`src/rtl/ieeedrv_pkg.sv`:
```
// Shared types and helpers for the SD image-channel arbiter.
package ieeedrv_pkg;

  localparam int unsigned TO_W   = 24;
  localparam int unsigned MAX_CH = 8;

  typedef enum logic [1:0] {
    ST_IDLE,
    ST_ISSUE,
    ST_XFER,
    ST_FIN
  } arb_state_e;

  // Round-robin pick: first set bit of pend at or after ptr+1, wrapping modulo nch.
  // The caller must only use the result when pend has a bit set below nch.
  function automatic logic [2:0] rr_pick(input logic [MAX_CH-1:0] pend,
                                         input logic [2:0]        ptr,
                                         input int unsigned       nch);
    logic [2:0] sel;
    logic [2:0] idx;
    logic       found;
    sel   = '0;
    idx   = '0;
    found = 1'b0;
    for (int unsigned i = 0; i < MAX_CH; i++) begin
      if (i < nch) begin
        idx = 3'((32'(ptr) + i + 32'd1) % nch);
        if (!found && pend[idx]) begin
          sel   = idx;
          found = 1'b1;
        end
      end
    end
    return sel;
  endfunction

endpackage

```
`src/rtl/ieeedrv_sd_req.sv`:
```
// Per-channel request latch: holds pending flag, direction, LBA and block count.
module ieeedrv_sd_req #(
  parameter int unsigned BLK_W = 6
) (
  input  logic             clk_sys,
  input  logic             reset,
  input  logic             req_rd,
  input  logic             req_wr,
  input  logic [31:0]      req_lba,
  input  logic [BLK_W-1:0] req_blk_cnt,
  input  logic             mount,
  input  logic             active,
  input  logic             fin_clr,
  output logic             pending,
  output logic             dir_wr,
  output logic [31:0]      lba,
  output logic [BLK_W-1:0] blk_cnt
);

  logic             pending_q, pending_d;
  logic             dir_wr_q, dir_wr_d;
  logic [31:0]      lba_q, lba_d;
  logic [BLK_W-1:0] blk_cnt_q, blk_cnt_d;
  logic             accept;

  // Capture a strobe only when the channel is idle; a mount cancels a request
  // that has not been granted yet, but never the one being transferred.
  always_comb begin
    pending_d = pending_q;
    dir_wr_d  = dir_wr_q;
    lba_d     = lba_q;
    blk_cnt_d = blk_cnt_q;
    accept    = (req_rd | req_wr) && !pending_q && !active;
    if (fin_clr) begin
      pending_d = 1'b0;
    end else if (mount && !active) begin
      pending_d = 1'b0;
    end else if (accept) begin
      pending_d = 1'b1;
      dir_wr_d  = req_wr;
      lba_d     = req_lba;
      blk_cnt_d = req_blk_cnt;
    end
  end

  // Request latch registers
  always_ff @(posedge clk_sys) begin
    if (reset) begin
      pending_q <= 1'b0;
      dir_wr_q  <= 1'b0;
      lba_q     <= '0;
      blk_cnt_q <= '0;
    end else begin
      pending_q <= pending_d;
      dir_wr_q  <= dir_wr_d;
      lba_q     <= lba_d;
      blk_cnt_q <= blk_cnt_d;
    end
  end

  assign pending = pending_q;
  assign dir_wr  = dir_wr_q;
  assign lba     = lba_q;
  assign blk_cnt = blk_cnt_q;

endmodule

```
`src/rtl/ieeedrv_sd_arb.sv`:
```
// Round-robin arbiter granting one image channel at a time to the SD host.
// Optional request timeout in ISSUE: define IEEEDRV_SD_ARB_TIMEOUT_EN.
module ieeedrv_sd_arb
  import ieeedrv_pkg::*;
#(
  parameter int unsigned    NCH     = 4,
  parameter int unsigned    BLK_W   = 6,
  parameter logic [TO_W-1:0] TIMEOUT = 24'd8_000_000,
  localparam int unsigned   AW      = (NCH > 1) ? $clog2(NCH) : 1
) (
  input  logic             clk_sys,
  input  logic             reset,
  input  logic [NCH-1:0]   img_mounted,
  input  logic [NCH-1:0]   req_rd,
  input  logic [NCH-1:0]   req_wr,
  input  logic [31:0]      req_lba     [NCH],
  input  logic [BLK_W-1:0] req_blk_cnt [NCH],
  output logic [31:0]      sd_lba      [NCH],
  output logic [BLK_W-1:0] sd_blk_cnt  [NCH],
  output logic [NCH-1:0]   sd_rd,
  output logic [NCH-1:0]   sd_wr,
  input  logic [NCH-1:0]   sd_ack,
  output logic [NCH-1:0]   busy,
  output logic [AW-1:0]    act,
  output logic             act_vld,
  output logic [NCH-1:0]   done,
  output logic [NCH-1:0]   err
);

  arb_state_e    state_q, state_d;
  logic [AW-1:0] act_q, act_d;
  logic          act_vld_q, act_vld_d;
  logic [AW-1:0] rr_ptr_q, rr_ptr_d;

  logic [NCH-1:0] pending;
  logic [NCH-1:0] dir_wr;
  logic [NCH-1:0] act_oh;
  logic [NCH-1:0] fin_clr;
  logic [2:0]     pick;
  logic           ack_act;
  logic           to_hit;
  logic           to_err_q;

  // One-hot view of the grant, used for all per-channel outputs and ack selection
  always_comb begin
    act_oh = '0;
    for (int unsigned i = 0; i < NCH; i++) begin
      act_oh[i] = act_vld_q && (act_q == AW'(i));
    end
  end

  // Ack from any channel other than the granted one is masked off
  always_comb begin
    ack_act = |(sd_ack & act_oh);
    pick    = rr_pick(8'(pending), 3'(rr_ptr_q), NCH);
    fin_clr = (state_q == ST_FIN) ? act_oh : '0;
  end

  for (genvar g = 0; g < NCH; g++) begin : g_req
    ieeedrv_sd_req #(
      .BLK_W(BLK_W)
    ) u_req (
      .clk_sys    (clk_sys),
      .reset      (reset),
      .req_rd     (req_rd[g]),
      .req_wr     (req_wr[g]),
      .req_lba    (req_lba[g]),
      .req_blk_cnt(req_blk_cnt[g]),
      .mount      (img_mounted[g]),
      .active     (act_oh[g]),
      .fin_clr    (fin_clr[g]),
      .pending    (pending[g]),
      .dir_wr     (dir_wr[g]),
      .lba        (sd_lba[g]),
      .blk_cnt    (sd_blk_cnt[g])
    );
  end

`ifdef IEEEDRV_SD_ARB_TIMEOUT_EN
  logic [TO_W-1:0] to_cnt_q, to_cnt_d;
  logic            to_err_d;

  // Issue-phase watchdog; cleared whenever the FSM is not waiting for ack
  always_comb begin
    to_hit   = (state_q == ST_ISSUE) && !ack_act && (to_cnt_q == TIMEOUT - TO_W'(1));
    to_cnt_d = ((state_q == ST_ISSUE) && !ack_act && !to_hit) ? to_cnt_q + TO_W'(1) : '0;
    to_err_d = to_hit;
  end

  // Watchdog registers; to_err_q marks the FIN cycle as a failure
  always_ff @(posedge clk_sys) begin
    if (reset) begin
      to_cnt_q <= '0;
      to_err_q <= 1'b0;
    end else begin
      to_cnt_q <= to_cnt_d;
      to_err_q <= to_err_d;
    end
  end
`else
  assign to_hit   = 1'b0;
  assign to_err_q = 1'b0;
  // TIMEOUT only matters for the watchdog build; referenced here so it stays live.
  if (TIMEOUT == '0) begin : g_to_unused
  end
`endif

  // State register
  always_ff @(posedge clk_sys) begin
    if (reset) begin
      state_q   <= ST_IDLE;
      act_q     <= '0;
      act_vld_q <= 1'b0;
      rr_ptr_q  <= AW'(NCH - 1);
    end else begin
      state_q   <= state_d;
      act_q     <= act_d;
      act_vld_q <= act_vld_d;
      rr_ptr_q  <= rr_ptr_d;
    end
  end

  // Next-state logic: grant, request handshake, transfer wait, completion
  always_comb begin
    state_d   = state_q;
    act_d     = act_q;
    act_vld_d = act_vld_q;
    rr_ptr_d  = rr_ptr_q;
    unique case (state_q)
      ST_IDLE: begin
        if (|pending) begin
          act_d     = AW'(pick);
          act_vld_d = 1'b1;
          state_d   = ST_ISSUE;
        end
      end
      ST_ISSUE: begin
        if (ack_act) begin
          state_d = ST_XFER;
        end else if (to_hit) begin
          state_d = ST_FIN;
        end
      end
      ST_XFER: begin
        if (!ack_act) begin
          state_d = ST_FIN;
        end
      end
      ST_FIN: begin
        rr_ptr_d  = act_q;
        act_vld_d = 1'b0;
        state_d   = ST_IDLE;
      end
      default: state_d = ST_IDLE;
    endcase
  end

  // Outputs: request level in ISSUE only, completion pulse in FIN
  always_comb begin
    sd_rd = '0;
    sd_wr = '0;
    done  = '0;
    err   = '0;
    if (state_q == ST_ISSUE) begin
      sd_rd = act_oh & ~dir_wr;
      sd_wr = act_oh & dir_wr;
    end
    if (state_q == ST_FIN) begin
      if (to_err_q) begin
        err = act_oh;
      end else begin
        done = act_oh;
      end
    end
    busy    = pending | act_oh;
    act     = act_q;
    act_vld = act_vld_q;
  end

endmodule

```
`config.mk`:
```
export PLATFORM = sky130hd
export DESIGN_NAME = ieeedrv_sd_arb
export DESIGN_NICKNAME = d
export VERILOG_FILES = /design/src/rtl/ieeedrv_pkg.sv /design/src/rtl/ieeedrv_sd_req.sv /design/src/rtl/ieeedrv_sd_arb.sv
export SDC_FILE = /design/constraint.sdc
export NUM_CORES = 1
export LEC_CHECK = 0
export BUFFER_PORTS_ARGS = -buffer_cell sky130_fd_sc_hd__buf_2
export CORE_MARGIN = 8
export CORE_UTILIZATION = 30
export CTS_CLUSTER_DIAMETER = 150
export DETAILED_ROUTE_END_ITERATION = 12
export GPL_ROUTABILITY_DRIVEN = 0
export PLACE_DENSITY = 0.54
export SETUP_SLACK_MARGIN = 0.3
export SYNTH_ARGS = -nofsm -noshare
export SYNTH_HDL_FRONTEND = slang
export SYNTH_SLANG_ARGS = --single-unit
```
`constraint.sdc`:
```
create_clock -name clk_sys -period 4.75 [get_ports clk_sys]
set_input_delay 0.95 -clock clk_sys [delete_from_list [all_inputs] [get_ports clk_sys]]
set_output_delay 0.95 -clock clk_sys [all_outputs]
set_load 0.02 [all_outputs]
```
# After elaboration in Yosys (flattened, before gate mapping)
# Cells that the tools add are included.
# word_totals
regBits	167
input_bits	170
out_inout_bits	175
word_cells	126
# op_classes
addsub	6
order_cmp	4
n_eq_ne	9
mux	24
bitwise_logic	17
reduce_logical	46
# ops
cell	n
logical AND 1 bit	19
less-than comparator 2 x 4 -> 1 bit (second input constant)	4
AND reduction 3 bit	5
two-way mux 2 bit	7
AND 4 bit	3
two-way mux 4 bit	3
OR reduction 3 bit	4
zero test 1 bit	11
adder 2 x 1 -> 2 bit (second input constant)	4
binary-select mux 1 bit (select 2 bit)	4
equality test 2 bit (second input constant)	4
two-way mux 1 bit	8
inverter 1 bit	8
case mux 2 bit (4 select lines)	1
OR reduction 4 bit	2
inequality test 2 bit (second input constant)	3
adder 2 bit (second input constant)	2
equality test 2 x 1 -> 1 bit (second input constant)	2
zero test 2 bit	2
inverter 4 bit	1
OR 1 bit	4
OR 4 bit	1
AND reduction 2 bit	2
case mux 1 bit (2 select lines)	1
nonzero test 2 bit	1

# Longest topological paths before layout
# Gate-level depths: netlist of the first run.
# depth
word_depth	13
mapped_depth	8

# By module
# A second synthesis of the first run with hierarchy kept.
# hier_totals
cells_unflattened	788
area_unflattened_um2	7911.3
# by_module_without_submodules
mod	n_inst	cells_per_inst	area_each_um2
ieeedrv_sd_req	4	176	1811.7
ieeedrv_sd_arb	1	84	664.4

# Worst setup path before layout of the first run
# Ideal clock, no wire load.
# synth_path
path_type	reg2out
from	register act_q[1] (netlist: act[1])
to	output busy[1]
arrival_ns	1.248
path_slack_ns	2.552
path_stages_with_launch	5
cell_sequence	dfxtp_1 buf_4 and3b_1 buf_2 or2_2
# synth_between
elab_chain_len	3
# synth_rtl
element	line_no	source
start: declaration	ieeedrv_sd_arb.sv:31	logic [AW-1:0] act_q, act_d;
start signal: assignment	ieeedrv_sd_arb.sv:117	act_q <= act_d;
equality test 2 x 1 -> 1 bit	ieeedrv_sd_arb.sv:48	act_oh[i] = act_vld_q && (act_q == AW'(i));
logical AND 1 bit	ieeedrv_sd_arb.sv:48	
OR 4 bit	ieeedrv_sd_arb.sv:175	busy = pending | act_oh;
end: declaration	ieeedrv_sd_arb.sv:23	output logic [NCH-1:0] busy,
# Every way passes these cells.

# Worst setup path after layout of the first run
# layout_path
from	register act_q[1] (netlist: act[1])
to	output done[2]
# layout_between
elab_chain_len	3
# layout_rtl
element	line_no	source
equality test 2 bit	ieeedrv_sd_arb.sv:48	
logical AND 1 bit	ieeedrv_sd_arb.sv:48	
two-way mux 4 bit	ieeedrv_sd_arb.sv:168	if (state_q == ST_FIN) begin
end: declaration	ieeedrv_sd_arb.sv:26	output logic [NCH-1:0] done,
# Every way passes these cells.

==> flow_summary.json, run 1 <==
{
  "drc_errors": 0,
  "startpoint_type": "register",
  "cts_hold_buf": 0,
  "clock_path_buffers": 2,
  "ys.flop_type": "dfxtp_1",
  "async_flop_share": 0,
  "dieArea_um2": 25900,
  "cts_buffers": 17,
  "port_buffers": 340,
  "final_common_cell": "buf_2",
  "first_global_vias": 5975,
  "core_area_um2": 20800,
  "p_leak_nw": 4.15,
  "period_needed_ps": 2780,
  "track_usage": 0.162,
  "skew_ps": 15.7,
  "rsz0062_at_grt": "no",
  "timing.final.crit_share": 0.586,
  "setup_violations": 0,
  "final_util": 0.419,
  "syn-cell-area_um2": 6300,
  "p_comb_frac": 0.213,
  "final_nets": 1278,
  "maxSlewViolCount": 0,
  "syn_inst": 797,
  "io_pins": 345,
  "p_clk_frac": 0.379,
  "p_sw_frac": 0.312,
  "ir_drop_mv": 0.223,
  "p_switching_mw": 1.24,
  "cts_tree": "yes",
  "rows": 53,
  "max_freq_mhz": 359,
  "fill_cells": 2237,
  "synth-edff-count": 0,
  "cts_resized": 0,
  "critPathKind": "register to output port",
  "path_max_fanout": 9,
  "grt_pass1_wl_um": 33600,
  "seq_area_frac_synth": 0.530,
  "antenna_found_initial": 0,
  "fp.dieW_um": 161,
  "finalHoldViolations": 0,
  "drtIter0Drc": 426,
  "hold_path_class": "register to register",
  "worst_slew_pin_slew_ps": 826,
  "ant_nets": 0,
  "seqPwrFrac": 0.409,
  "grt_overflow": 0,
  "power.density_nw_per_um2": 455,
  "routed_wl_um": 22300,
  "final_cell_mix": "buf_2, nand2_1, dfxtp_1, a21oi_1, clkbuf_16",
  "synth_area_per_cell_um2": 7.91,
  "hpwl_um": 16400,
  "clkTransAtPathRegs_ps": 60,
  "run_status": "completed",
  "endpoint_kind": "output port",
  "dr.pass1.iters": 4,
  "vias": 6199,
  "postCtsSetupBuffers": 0,
  "crit_arrival_ps": 1830,
  "die_y_um": 161,
  "total_power_mw": 3.97,
  "cts_sinks": 167,
  "start_util": 0.303,
  "grt_max_degree": 74,
  "cp_data_required_time_ps": 3800,
  "tns_ps": 0,
  "cap_violations": 0,
  "clock_tree.root_cell": "clkbuf_16",
  "layout-drive-gt1-share": 0.349,
  "n_antenna_cell": 0,
  "internal_power_mw": 2.73,
  "wl_per_cell_um": 16.0,
  "syn_to_final_growth_pct": 38.4,
  "yosysWarnings": 0,
  "ys_ff_latch": 167,
  "maxSlewHeadroom": 0.449,
  "avgViaCountPerCell": 4.46,
  "insertion_delay_ps": 420,
  "htree_levels": 4,
  "ys_types": 34
}
## through the flow
step | std cells | hold slack, ps | worst slack, ps | cell area, um2
finish | 1391 | 450 | 1970 | 8730
global route | 1391 | 465 | 1820 | 8730
CTS | 1391 | 452 | 1900 | 8730
detailed placement | 1359 | 443 | 2130 | 8090
global placement | 1359 | 438 | 2190 | 8090
floorplan | 800 | 445 | 2550 | 6310
## worst max-delay path, stage by stage, from the launching register on
cell	delay, ps
dfxtp_1	550
and3b_1	440
and2_1	230
buf_2	190
## routing by layer
| layer | wire [um] | global-route usage | vias to the layer above |
|---|---|---|---|
| li1 | - | - | 3180 |
| met1 | 9990 | 0.199 | 2794 |
| met2 | 10500 | 0.265 | 207 |
| met3 | 1520 | 0.0543 | 18 |
| met4 | 304 | 0.0442 | 0 |
| met5 | 0 | 0 | - |
## sequential cells by signal (all words and copies together), names as in the netlist
register	cells
act_vld	1
g_req.u_req.lba	128
rr_ptr_q	2
state_q	2
g_req.u_req.blk_cnt	24
g_req.u_req.dir_wr	4
g_req.u_req.pending	4
act	2
## synth_stat cells, types with 2 or more instances
cell	n	share of area
and3b_1	3	0.0042
or2_2	4	0.0040
nor3_2	3	0.0048
and2_1	5	0.0050
ha_1	5	0.0099
and3_1	5	0.0050
clkbuf_1	31	0.018
buf_6	6	0.011
inv_1	8	0.0048
o22a_1	5	0.0069
buf_2	12	0.0095
dfxtp_1	167	0.53
nor2_1	9	0.0054
or3_4	2	0.0036
o211ai_1	2	0.0024
nand2_1	323	0.19
o21ai_0	4	0.0032
o21bai_1	5	0.0060
or3_1	2	0.0020
buf_4	15	0.018
nor2b_1	2	0.0020
nand2b_1	2	0.0020
mux2i_1	6	0.0095
a21oi_1	161	0.13
## area by class of cell
| type | instances | area [um2] | area share |
|---|---|---|---|
| Clock buffer | 20 | 447 | 0.0512 |
| Clock inverter | 12 | 189 | 0.0216 |
| Inverter | 8 | 30.0 | 0.00344 |
| Multi-Input combinational cell | 561 | 2610 | 0.299 |
| Sequential cell | 167 | 3340 | 0.383 |
| Tap cell | 275 | 344 | 0.0394 |
| Timing Repair Buffer | 348 | 1760 | 0.202 |
## power groups by stage
stage / logic (mW) / registers [mW] / clock network, mW
2_1_floorplan: 0.417 / 1.78 / 0
4_1_cts: 0.860 / 1.62 / 1.55
6_report: 0.844 / 1.62 / 1.50
5_1_grt: 0.928 / 1.64 / 1.62
3_5_place_dp: 0.858 / 1.65 / 0
3_3_place_gp: 0.856 / 1.65 / 0
## path summary, 6_finish.rpt
| check | start | to | slack, ps | depth (start not counted) |
|---|---|---|---|---|
| worst max-delay path | act[1]$_SDFFE_PP0P_ | done[2] | 1970 | 3 |
| worst min-delay path | g_req[0].u_req.lba[8]$_SDFFE_PP0P_ | g_req[0].u_req.lba[8]$_SDFFE_PP0P_ | 450 | 2 |
| worst max register to register | act_vld$_SDFFE_PP0P_ | g_req[0].u_req.blk_cnt[5]$_SDFFE_PP0P_ | 2480 | 5 |
| worst min register to register | g_req[0].u_req.lba[8]$_SDFFE_PP0P_ | g_req[0].u_req.lba[8]$_SDFFE_PP0P_ | 450 | 2 |
## logic make-up (layout without fill, tap and decap cells)
logic type	count (synthesis)	count (layout)	share of synthesized area
DFF	167	167	0.530
and+or+nand+nor	363	363	0.234
AOI/OAI and AO/OA	183	183	0.154
muxes	6	6	0.00953
other	1	4	0.000595
adders and majority gates	5	5	0.00992
buffers and inverters	72	388	0.0613
(Power assumes the default switching activity.)
==> run 2: changes to the inputs <==
--- a/config.mk
+++ b/config.mk
@@ -5,13 +5,14 @@
 export SDC_FILE = /design/constraint.sdc
 export NUM_CORES = 1
 export LEC_CHECK = 0
+export ABC_AREA = 1
 export BUFFER_PORTS_ARGS = -buffer_cell sky130_fd_sc_hd__buf_2
 export CORE_MARGIN = 8
 export CORE_UTILIZATION = 30
 export CTS_CLUSTER_DIAMETER = 150
 export DETAILED_ROUTE_END_ITERATION = 12
 export GPL_ROUTABILITY_DRIVEN = 0
-export PLACE_DENSITY = 0.54
+export PLACE_DENSITY = 0.53
 export SETUP_SLACK_MARGIN = 0.3
 export SYNTH_ARGS = -nofsm -noshare
 export SYNTH_HDL_FRONTEND = slang
==> constraint.sdc (replaced) <==
create_clock -name clk_sys -period 2.88 [get_ports clk_sys]
set_input_delay 0.576 -clock clk_sys [delete_from_list [all_inputs] [get_ports clk_sys]]
set_output_delay 0.576 -clock clk_sys [all_outputs]
set_load 0.02 [all_outputs]
==> run 2 against run 1 <==
Effect of this change:
- final cell count rose by 4.7%
- clock skew shrank 5.4 ps
- sequential power grew 83%
- clock power increased by 55%
- count of clock-buffer cells in the layout is 1 lower
- sequential cell count stayed put
- die area grew 2.4%
- critical path type unchanged
- largest power group unchanged
- critical path depth grew 2
- worst setup slack got worse by 1400 ps
==> flow_summary.json, run 2 <==
{
  "skew_ps": 10.3,
  "yosysWarnings": 0,
  "cp_data_required_time_ps": 2300,
  "ir_drop_mv": 0.339,
  "die_y_um": 163,
  "min_path_cells": 3,
  "first_global_vias": 6300,
  "routed_wl_um": 22400,
  "cts_sinks": 167,
  "maxSlewHeadroom": 0.543,
  "insertion_delay_ps": 420,
  "drtIter0Drc": 379,
  "grt_pass1_wl_um": 34500,
  "ant_nets": 0,
  "hp-start": "req_lba[92]",
  "setup_violations": 0,
  "async_flop_share": 0,
  "cts_hold_buf": 0,
  "timing.rr.end": "g_req[1].u_req.lba[27]$_SDFFE_PP0P_",
  "crit_arrival_ps": 1720,
  "grt_max_degree": 98,
  "placed_area_um2": 8240,
  "path_max_fanout": 7,
  "final_common_cell": "buf_2",
  "r2r-start": "act[0]$_SDFFE_PP0P_",
  "syn-cell-area_um2": 6470,
  "reg2reg_depth": 8,
  "r2r_setup_slack_ps": 840,
  "n_antenna_cell": 0,
  "drc_errors": 0,
  "port_buffers": 340,
  "hpwl_um": 16500,
  "final_cell_mix": "buf_2, nor2_1, dfxtp_1, o21ai_0, nand2_1",
  "design_area_um2": 8840,
  "synth_area_per_cell_um2": 7.52,
  "finalHoldViolations": 0,
  "p_leak_nw": 4.57,
  "period_needed_ps": 2290,
  "run_status": "completed",
  "antenna_found_initial": 0,
  "max_freq_mhz": 436,
  "min_to": "g_req[1].u_req.lba[28]$_SDFFE_PP0P_",
  "dieArea_um2": 26500,
  "htree_levels": 4,
  "critPathKind": "register to output port",
  "largest_reg_flops": 128,
  "yosysMostFrequentCell": "nor2_1",
  "hold_path_class": "primary input to register",
  "core_area_um2": 21100,
  "clock_tree.root_cell": "clkbuf_16",
  "start_util": 0.307,
  "fp.dieW_um": 163,
  "ys_types": 26,
  "syn_to_final_growth_pct": 36.5,
  "grt_overflow": 0,
  "seq_area_frac_synth": 0.516,
  "maxSlewViolCount": 0,
  "wl_per_cell_um": 15.4,
  "layout-drive-gt1-share": 0.332,
  "cts_buffers": 17,
  "fill_cells": 2290,
  "synth_top_area_frac": 0.516,
  "yosys-top-cells-count": "nor2_1, dfxtp_1, o21ai_0",
  "clkTransAtPathRegs_ps": 70,
  "avgViaCountPerCell": 4.45,
  "hold_ws_ps": 371,
  "rsz0062_at_grt": "no",
  "ys_ff_latch": 167,
  "vias": 6479,
  "rows": 53,
  "synth_area_leader_cell": "dfxtp_1",
  "dr.pass1.iters": 4,
  "ys_top_cells_by_area": "dfxtp_1, nor2_1, o21ai_0",
  "tns_ps": 0,
  "io_pins": 345,
  "postCtsSetupBuffers": 0,
  "track_usage": 0.163,
  "register_area_um2": 3340,
  "final_nets": 1343,
  "startpoint_type": "register",
  "ys.flop_type": "dfxtp_1",
  "syn_inst": 861,
  "multiInputGateArea_um2": 2540,
  "cap_violations": 0,
  "power.density_nw_per_um2": 852,
  "total_power_mw": 7.53,
  "cts_resized": 0,
  "worst_slew_pin_slew_ps": 684,
  "clock_path_buffers": 2,
  "cts_tree": "yes",
  "timing.final.crit_share": 0.796,
  "synth-edff-count": 0,
  "endpoint_kind": "output port"
}
## run 2: critical path, stage by stage (launching register included)
cell	delay, ps
dfxtp_1	540
nand2_2	140
nor2_2	200
inv_2	70
nand2_1	140
buf_2	220
## run 2: routing by layer
metal	track usage	wire length [um]
met2	0.272	10900
met5	0	0
met4	0.0542	391
met1	0.191	9400
met3	0.0571	1740
## run 2: cell families after synthesis
family          count (synthesis)  synth area share
simple gates                  352             0.216
compound gates                209             0.164
flops                         167             0.516
buf+inv                       127            0.0937
fa+ha+maj                       5           0.00966
other cells                     1          0.000579
## run 2: layout make-up
type,count,share of cell area
tap,275,0.0389
clock inverter,13,0.0181
sequential,167,0.378
timing repair buffer,346,0.200
inverter,66,0.0282
clock buffer,19,0.0490
multi-input combinational,570,0.287
## run 2: report_power, final
part / switching, mW / leakage (nW) / internal (mW)
Combinational: 1.52 / 2.90 / 0.709
Sequential: 0.236 / 1.38 / 2.73
Clock: 1.02 / 0.281 / 1.31
Total: 2.77 / 4.57 / 4.75
## run 2: worst max path at each step
| stage | end | depth (start not counted) | startpoint | slack (ps) |
|---|---|---|---|---|
| 2_1_floorplan | sd_rd[3] | 4 | act[0]$_SDFFE_PP0P_ | 990 |
| 3_3_place_gp | g_req[1].u_req.lba[26]$_SDFFE_PP0P_ | 8 | act[0]$_SDFFE_PP0P_ | 820 |
| 3_5_place_dp | g_req[1].u_req.blk_cnt[1]$_SDFFE_PP0P_ | 8 | act[0]$_SDFFE_PP0P_ | 820 |
| 4_1_cts | sd_rd[1] | 5 | act[0]$_SDFFE_PP0P_ | 540 |
| 5_1_grt | busy[1] | 5 | act[0]$_SDFFE_PP0P_ | 440 |
| 6_report | busy[1] | 5 | act[0]$_SDFFE_PP0P_ | 590 |
## run 2: metrics by stage
stage                     cells   util  setup slack (ps)
after floorplan             864      -               987
after global placement     1424  0.391               819
after detailed placement   1424  0.391               822
after CTS                  1456  0.419               538
after global routing       1456  0.419               441
final                      1456  0.419               587
==> run 3: changes to the inputs <==
--- a/config.mk
+++ b/config.mk
@@ -12,7 +12,7 @@
 export CTS_CLUSTER_DIAMETER = 150
 export DETAILED_ROUTE_END_ITERATION = 12
 export GPL_ROUTABILITY_DRIVEN = 0
-export PLACE_DENSITY = 0.53
+export PLACE_DENSITY = 0.55
 export SETUP_SLACK_MARGIN = 0.3
 export SYNTH_ARGS = -nofsm -noshare
 export SYNTH_HDL_FRONTEND = slang
==> constraint.sdc (replaced) <==
create_clock -name clk_sys -period 1.9 [get_ports clk_sys]
set_input_delay 0.38 -clock clk_sys [delete_from_list [all_inputs] [get_ports clk_sys]]
set_output_delay 0.38 -clock clk_sys [all_outputs]
set_load 0.02 [all_outputs]
==> run 3 against run 2 <==
Effect of this change:
- sequential share of layout area is 6.2 points lower
- worst setup slack worse by 510 ps
- count of clock-buffer cells in the layout stayed put
- non-clock buffer count is 63 higher
- first-iteration DRC count is 21% higher
- critical path type unchanged
- largest cell class unchanged
==> flow_summary.json, run 3 (synthesis gave the netlist of run 2 again) <==
{
  "crit_arrival_ps": 1440,
  "placed_area_um2": 8390,
  "insertion_delay_ps": 420,
  "cap_violations": 0,
  "largest_reg_flops": 128,
  "grt_use_met3": 0.0662,
  "p_clk_frac": 0.276,
  "clock_path_buffers": 2,
  "total_power_mw": 13.0,
  "final_common_cell": "buf_2",
  "hold_path_class": "primary input to register",
  "timing.final.crit_share": 0.960,
  "rsz0062_at_grt": "yes",
  "antenna_found_initial": 1,
  "path_cells": "buf_12, nor2_4, nand2_4, inv_2, nand2_4, inv_2, buf_6",
  "worst_path_max_delay_cell": "dfxtp_4",
  "port_buffers": 340,
  "routed_wl_um": 25300,
  "ir_drop_mv": 0.592,
  "multiInputGateArea_um2": 3150,
  "cts_hold_buf": 0,
  "syn_to_final_growth_pct": 64.2,
  "cp_data_required_time_ps": 1520,
  "endpoint_kind": "output port",
  "ant_nets": 0,
  "io_pins": 345,
  "wl_per_cell_um": 16.6,
  "register_area_um2": 3360,
  "cts_buffers": 17,
  "fill_cells": 2040,
  "internal_power_mw": 8.15,
  "fp.dieW_um": 163,
  "period_needed_ps": 1820,
  "drc_errors": 0,
  "cts_sinks": 167,
  "run_status": "completed",
  "htree_levels": 4,
  "hpwl_um": 16300,
  "drtIter0Drc": 460,
  "first_global_vias": 6809,
  "p_sw_frac": 0.372,
  "grt_overflow": 0,
  "core_area_um2": 21100,
  "grt_most_used_layer": "met2",
  "die_y_um": 163,
  "setup_violations": 0,
  "final_cell_mix": "buf_2, nor2_1, dfxtp_1, o21ai_0, inv_1",
  "p_switching_mw": 4.83,
  "cts_tree": "yes",
  "met1_usage": 0.193,
  "startpoint_type": "register",
  "start_util": 0.307,
  "track_usage": 0.171,
  "final_nets": 1406,
  "cpLargestDelayFamily": "flip-flops",
  "path_max_fanout": 5,
  "use_met2": 0.294,
  "p_comb_frac": 0.371,
  "path_buf_inv": 4,
  "seqPwrFrac": 0.353,
  "clkTransAtPathRegs_ps": 70,
  "power.density_nw_per_um2": 1220,
  "finalHoldViolations": 0,
  "design_area_um2": 10600,
  "vias": 6957,
  "avgViaCountPerCell": 4.58,
  "maxSlewViolCount": 0,
  "clock_tree.root_cell": "clkbuf_16",
  "p_leak_nw": 5.18,
  "skew_ps": 13.2,
  "dr.pass1.iters": 4,
  "max_freq_mhz": 548,
  "critPathKind": "register to output port",
  "rows": 53,
  "grt_max_degree": 90,
  "layout-drive-gt1-share": 0.465,
  "final_util": 0.504,
  "cp_slowest_stage_delay_ps": 390,
  "grt_pass1_wl_um": 36300,
  "dieArea_um2": 26500
}
[run 3: layout make-up]
| cell class | instances | area share |
|---|---|---|
| Multi-Input combinational cell | 570 | 0.296 |
| Clock buffer | 19 | 0.0417 |
| Tap cell | 275 | 0.0324 |
| Timing Repair Buffer | 409 | 0.272 |
| Inverter | 66 | 0.0270 |
| Antenna cell | 1 | 0.000235 |
| Clock inverter | 13 | 0.0147 |
| Sequential cell | 167 | 0.316 |
[run 3: worst min-delay path: cells and delay by family]
kind                   cells  cell delay, ps
and+or+nand+nor            2             100
buffers and inverters      1              70
[run 3: final timing paths]
path / start / end / slack [ps] / depth (start not counted)
setup / recovery: act[1]$_SDFFE_PP0P_ / done[0] / 80 / 7
hold / removal: req_lba[60] / g_req[2].u_req.lba[28]$_SDFFE_PP0P_ / 170 / 3
setup reg to reg: act_vld$_SDFFE_PP0P_ / g_req[1].u_req.lba[7]$_SDFFE_PP0P_ / 140 / 13
hold reg to reg: g_req[0].u_req.lba[4]$_SDFFE_PP0P_ / g_req[0].u_req.lba[4]$_SDFFE_PP0P_ / 440 / 2
[run 3: power groups by stage]
stage	Sequential (mW)	Combinational, mW	Clock, mW
floorplan	5.27	1.56	0
global placement	4.54	3.52	0
detailed placement	4.55	3.53	0
finish	4.59	4.81	3.58
CTS	4.53	4.32	3.65
global route	4.68	5.22	3.81
[run 3: metrics by stage]
step	setup TNS, ps	cells	setup WS, ps	hold slack (ps)
floorplan	0	864	317	456
global placement	0	1435	173	429
detailed placement	0	1435	194	435
CTS	0	1496	80.6	147
global route	-5.11	1520	-5.11	160
finish	0	1520	76.2	165
[run 3: what timing repair did]
item	4_1_cts	5_1_grt
hold endpoints to repair	0	0
pin swaps	22	71
cloned	10	13
endpoints found under the setup margin	170	176
gates resized for setup	110	203
setup buffers	19	10
[run 3: metal layers]
layer  part of all wire  vias to the layer above
li1                   -                     3479
met1               0.41                     3213
met2               0.49                      238
met3              0.086                       27
met4              0.020                        0
met5                  0                        -
